## src/rtl/mem_port_arbiter.sv

```systemverilog
`default_nettype none
// ============================================================================
// Module      : mem_port_arbiter
// Description : Shares one memory port between instruction fetch (I-port) and
//               the load/store unit (D-port). Only one transaction is in
//               flight at a time. D-port has fixed priority, and a starvation
//               counter makes sure fetch still gets the port.
// Revision    : 1.0 - initial release
// ============================================================================
module mem_port_arbiter #(
    parameter int ADDR_WIDTH   = 16,
    parameter int DATA_WIDTH   = 32,
    parameter int STARVE_LIMIT = 4
) (
    input  logic                  clk,
    input  logic                  rst,
    // Instruction fetch port (read-only)
    input  logic                  i_req,
    input  logic [ADDR_WIDTH-1:0] i_addr,
    output logic                  i_gnt,
    output logic                  i_rvalid,
    output logic [DATA_WIDTH-1:0] i_rdata,
    // Load/store port
    input  logic                  d_req,
    input  logic                  d_we,
    input  logic                  d_byte,
    input  logic [ADDR_WIDTH-1:0] d_addr,
    input  logic [DATA_WIDTH-1:0] d_wdata,
    output logic                  d_gnt,
    output logic                  d_rvalid,
    output logic [DATA_WIDTH-1:0] d_rdata,
    // Memory side
    output logic                  m_req,
    output logic                  m_we,
    output logic                  m_byte,
    output logic [ADDR_WIDTH-1:0] m_addr,
    output logic [DATA_WIDTH-1:0] m_wdata,
    input  logic                  m_ready,
    input  logic                  m_rvalid,
    input  logic [DATA_WIDTH-1:0] m_rdata,
    output logic                  busy
);

    typedef enum logic [1:0] {
        ST_IDLE  = 2'd0,
        ST_ISSUE = 2'd1,
        ST_WAIT  = 2'd2
    } state_t;

    // Four bits cover the full legal starvation range of 1..15.
    localparam logic [3:0] c_STARVE_MAX = 4'(STARVE_LIMIT);

    state_t     r_state;
    logic       r_owner;      // 0 = I-port owns the transaction, 1 = D-port
    logic [3:0] r_starveCnt;

    logic w_idle;
    logic w_starved;
    logic w_grantI;
    logic w_grantD;
    logic w_done;

    // Arbitration is only open in IDLE; reset also keeps the grants low.
    assign w_idle    = (r_state == ST_IDLE) && !rst;
    assign w_starved = (r_starveCnt == c_STARVE_MAX);
    assign w_grantI  = w_idle && i_req && (!d_req || w_starved);
    assign w_grantD  = w_idle && d_req && !w_grantI;

    // Completion is only honoured in WAIT; stray responses elsewhere are dropped.
    assign w_done    = (r_state == ST_WAIT) && m_rvalid;

    assign i_gnt     = w_grantI;
    assign d_gnt     = w_grantD;
    assign i_rvalid  = w_done && !r_owner;
    assign d_rvalid  = w_done && r_owner;
    // Read data is forwarded only for loads; stores and idle cycles return zero.
    assign i_rdata   = (i_rvalid && !m_we) ? m_rdata : '0;
    assign d_rdata   = (d_rvalid && !m_we) ? m_rdata : '0;
    assign busy      = (r_state != ST_IDLE);

    // Transaction sequencer: latch the winner, present it to memory, await completion.
    always_ff @(posedge clk or posedge rst) begin
        if (rst) begin
            r_state     <= ST_IDLE;
            r_owner     <= 1'b0;
            r_starveCnt <= 4'd0;
            m_req       <= 1'b0;
            m_we        <= 1'b0;
            m_byte      <= 1'b0;
            m_addr      <= '0;
            m_wdata     <= '0;
        end else begin
            case (r_state)
                ST_IDLE: begin
                    if (w_grantI) begin
                        r_owner     <= 1'b0;
                        r_starveCnt <= 4'd0;
                        m_req       <= 1'b1;
                        m_we        <= 1'b0;
                        m_byte      <= 1'b0;
                        m_addr      <= i_addr;
                        m_wdata     <= '0;
                        r_state     <= ST_ISSUE;
                    end else if (w_grantD) begin
                        r_owner <= 1'b1;
                        // Only a D win over a waiting fetch counts toward starvation.
                        if (i_req && (r_starveCnt != c_STARVE_MAX)) begin
                            r_starveCnt <= r_starveCnt + 4'd1;
                        end
                        m_req   <= 1'b1;
                        m_we    <= d_we;
                        m_byte  <= d_byte;
                        m_addr  <= d_addr;
                        m_wdata <= d_wdata;
                        r_state <= ST_ISSUE;
                    end
                end
                ST_ISSUE: begin
                    if (m_ready) begin
                        m_req   <= 1'b0;
                        r_state <= ST_WAIT;
                    end
                end
                ST_WAIT: begin
                    if (m_rvalid) begin
                        r_state <= ST_IDLE;
                    end
                end
                default: begin
                    r_state <= ST_IDLE;
                end
            endcase
        end
    end

endmodule
`default_nettype wire

```

## config.mk

```make
export PLATFORM = sky130hd
export DESIGN_NAME = mem_port_arbiter
export DESIGN_NICKNAME = d
export VERILOG_FILES = /design/src/rtl/mem_port_arbiter.sv
export SDC_FILE = /design/constraint.sdc
export NUM_CORES = 1
export LEC_CHECK = 0
export BUFFER_PORTS_ARGS = -buffer_cell sky130_fd_sc_hd__buf_2
export CELL_PAD_IN_SITES_DETAIL_PLACEMENT = 2
export CELL_PAD_IN_SITES_GLOBAL_PLACEMENT = 2
export CORE_MARGIN = 4
export CORE_UTILIZATION = 23
export CTS_CLUSTER_DIAMETER = 30
export DETAILED_ROUTE_END_ITERATION = 8
export GPL_TIMING_DRIVEN = 0
export PLACE_DENSITY_LB_ADDON = 0.1
export SYNTH_ARGS = -nofsm -noshare
export SYNTH_HDL_FRONTEND = slang
export SYNTH_SLANG_ARGS = --single-unit
```

## constraint.sdc

```tcl
create_clock -name clk -period 6.6 [get_ports clk]
set_clock_uncertainty 0.2 [all_clocks]
set_input_delay 0.99 -clock clk [delete_from_list [all_inputs] [get_ports clk]]
set_output_delay 0.99 -clock clk [all_outputs]
set_load 0.02 [all_outputs]
```

==> results by group <==
Logic synthesis
  • Number of nets produced by synthesis: roughly 430
  • Post-synthesis mux area share: 12.2%
  • Synth Area in Simple Gates: 27.0%
  • Yosys warns: 0
  • Top-area cell type share of the netlist area: 47.0%
  • Synthesized area per cell: 9.55 µm²
  • Biggest area consumer among synthesized cells: sky130_fd_sc_hd__dfrtp_1
  • Cells taking the most area after synthesis: sky130_fd_sc_hd__dfrtp_1 (47%), sky130_fd_sc_hd__and2_1 (13%), sky130_fd_sc_hd__nand2_1 (8.5%)
  • Compound-cell area share of the yosys netlist: under 10%
  • Cells after synthesis: 323
  • Number of register bits inferred by synthesis: 58
  • Share of the synthesized netlist area taken by xor and xnor gates: 0%
  • Combinational family with the most area after synthesis: simple AND/OR/NAND/NOR gates
  • Total standard cell area after synthesis: 3090 µm²
  • Proportion of synthesized chip area in sequential cells: 47.0%
  • Adder and majority cell fraction of the synthesized area: less than 1%
  • Unique cell type count in the Yosys netlist: 31

Drt
  • Vias per std cell: 4.31
  • DRC violations left: 0
  • Remaining antenna violation count: 0
  • First-pass detailed-route iteration total: 6
  • Per-cell routed wire length: 16.8 µm
  • DR vias: approximately 3200
  • Iteration-0 DRC Markers: 92
  • DRT Wirelength: 12400 µm

Floorplanning
  • Horizontal die dimension: around 120 µm
  • Die H: around 120 µm
  • Core Rows: 42
  • CORE AREA: ~13000 µm²
  • Starting density of the core: 23.4%
  • Die area: 15300 µm²
  • I/O pin count: 224

Setup path
  • Register-to-Register Path Depth: 5
  • WP data required: 5410 ps
  • Endpoint type of the worst setup path: output pin
  • Critical path type: in -> out
  • Data arrival time of the critical path: 2710 ps
  • CP Max Fanout: 10
  • Critical Path Start Type: input pin

CTS
  • Post_cts resized: 0
  • Buffer depth of the longest clock path: 2
  • Clock net sink count: 58
  • Number of buffers inserted by post-CTS setup repair: 0
  • Number of buffers inserted during clock tree synthesis: 9
  • CTS tree: done
  • Total number of H-tree levels: 3
  • Clock root buffer master: sky130_fd_sc_hd__clkbuf_16
  • CTS hold repair buffers: 0
  • Skew-Pair Late Insertion Delay: 330 ps
  • Register clock-pin slew on the reported worst setup and hold paths: 50 ps

Global routing
  • First-pass GRT wire length: 18800 µm
  • Maximum number of pins on one net before global-route repair: 35
  • Total Routing Usage GR: roughly 16%
  • Overflow left after global routing: 0
  • Number of global-route vias before repair: 3621
  • Number of antenna violations at the first check in global routing: 1

Power and ir drop
  • Largest vdd supply drop: 0.000143 V
  • Total leakage power: about 2.6 nW
  • Power per cell area: 396 nW/µm²

Finish
  • Final antenna diode count: 0
  • Layout Nets: 663
  • Proportion of layout cells with a drive suffix above 1: between 50% and 60%
  • Area growth from synthesis to layout: 52.6%
  • Leading cell types in the layout, fill and taps excluded: sky130_fd_sc_hd__buf_2 (227), sky130_fd_sc_hd__nand2_1 (70), sky130_fd_sc_hd__and2_1 (64)
  • Most common cell after layout, fill and taps aside: sky130_fd_sc_hd__buf_2
  • Number of fillers in the final layout: 1511

STA
  • Minimum clock period after layout: 3900 ps
  • Worst Slack Setup Final: 2700 ps
  • Final Cycle Share: approximately three fifths
  • Setup violators final: 0
  • Unrepaired setup endpoints after global routing: false
  • Final-report hold violation count: 0
  • Fmax achieved: 256 MHz
  • Number of pins with negative max-slew slack in the final report: 0
  • TNS Setup: 0 ps
  • Worst slew margin relative to its limit: 38.1%
  • Slew @ Worst Pin: 926 ps

Placed design
  • Routability congestion estimate from global placement: 0.657
  • Worst setup slack before clock tree synthesis: 2670 ps
  • Half-perimeter wire length of the detailed placement result: 9970 µm
  • Number of input and output port buffers inserted: 222

Min path
  • Hold Path Cell Cnt: 1
  • Worst min path class: reg -> reg

Flow run
  • Max cap viols: 0

Run status
  • Run status: finished, final reports clean
==> state kept, by name, summed over array words and instances (netlist names) <==
signal / flops
m_req: 1
m_wdata: 32
m_byte: 1
r_starveCnt: 4
r_state: 2
m_we: 1
r_owner: 1
m_addr: 16
==> synth_stat cells, drive strengths merged <==
master and instances:
buf 14, nor4b 3, or3 1, mux2i 1
o21ai 3, inv 5, clkbuf 9, o22ai 1
mux2 32, nor2 5, nor3 1, a21oi 37
or2 1, nand2b 5, a31oi 1, nand3 3
ha 2, a211o 1, and2 64, nand4 1
dfrtp 58, nand2 70, nor3b 1, nand3b 2
or4b 2
==> power breakdown <==
group	internal (W)	total [W]	switching, W
sequential	0.000520	0.000607	0.0000872
combinational	0.000326	0.000830	0.000504
clock	0.000270	0.000429	0.000159
total	0.00112	0.00187	0.000750
==> metal layers <==
layer  track usage, %  up-vias  part of all wire (%)
met5                0        -                 0.097
met3             6.27       14                   8.5
met4             5.33        2                   1.7
met2             29.5      120                    53
li1                 -     1521                     -
met1             16.9     1522                    37
==> worst max-delay path: stages <==
cell and delay, ps:
sky130_fd_sc_hd__buf_2 140, sky130_fd_sc_hd__or4b_4 570, sky130_fd_sc_hd__a21oi_4 350, sky130_fd_sc_hd__buf_6 220, sky130_fd_sc_hd__buf_4 200, sky130_fd_sc_hd__nor2_1 60
sky130_fd_sc_hd__buf_2 170
==> cell families (layout without fill, tap and decap cells) <==
kind of cell | after synthesis | after routing
AOI/OAI and AO/OA | 43 | 43
DFF | 58 | 58
muxes | 33 | 33
and+or+nand+nor | 159 | 159
adders and majority gates | 2 | 2
buffers and inverters | 28 | 266
==> final timing paths <==
kind	from	endpoint	slack [ps]
max	rst	d_gnt	2700
min	m_req	m_req	280
max reg2reg	r_state[1]	m_addr[15]	3900
min reg2reg	m_req	m_req	280
max in group asynchronous	rst	m_addr[0]	5030
min in group asynchronous	rst	r_starveCnt[1]	570
==> cell type report <==
cell class | instances | area [µm²] | area share [%]
Multi-Input combinational cell | 237 | 1470 | 31.2
Inverter | 5 | 18.8 | 0.399
Tap cell | 176 | 220 | 4.68
Buffer | 23 | 145 | 3.08
Timing Repair Buffer | 223 | 1130 | 24.0
Clock buffer | 12 | 256 | 5.45
Clock inverter | 3 | 15.0 | 0.319
Sequential cell | 58 | 1450 | 30.8
==> metrics by stage <==
step | area, µm² | hold WS (ps) | power, W | cells | util [%]
floorplan | 3090 | 272 | 0.00113 | 323 | -
global placement | 4420 | 268 | 0.00142 | 721 | 33.5
detailed placement | 4440 | 274 | 0.00146 | 722 | 33.6
CTS | 4710 | 286 | 0.00191 | 737 | 35.7
global route | 4710 | 304 | 0.00201 | 737 | 35.7
finish | 4710 | 284 | 0.00187 | 737 | 35.7
Power figures use the tool's default switching activity.
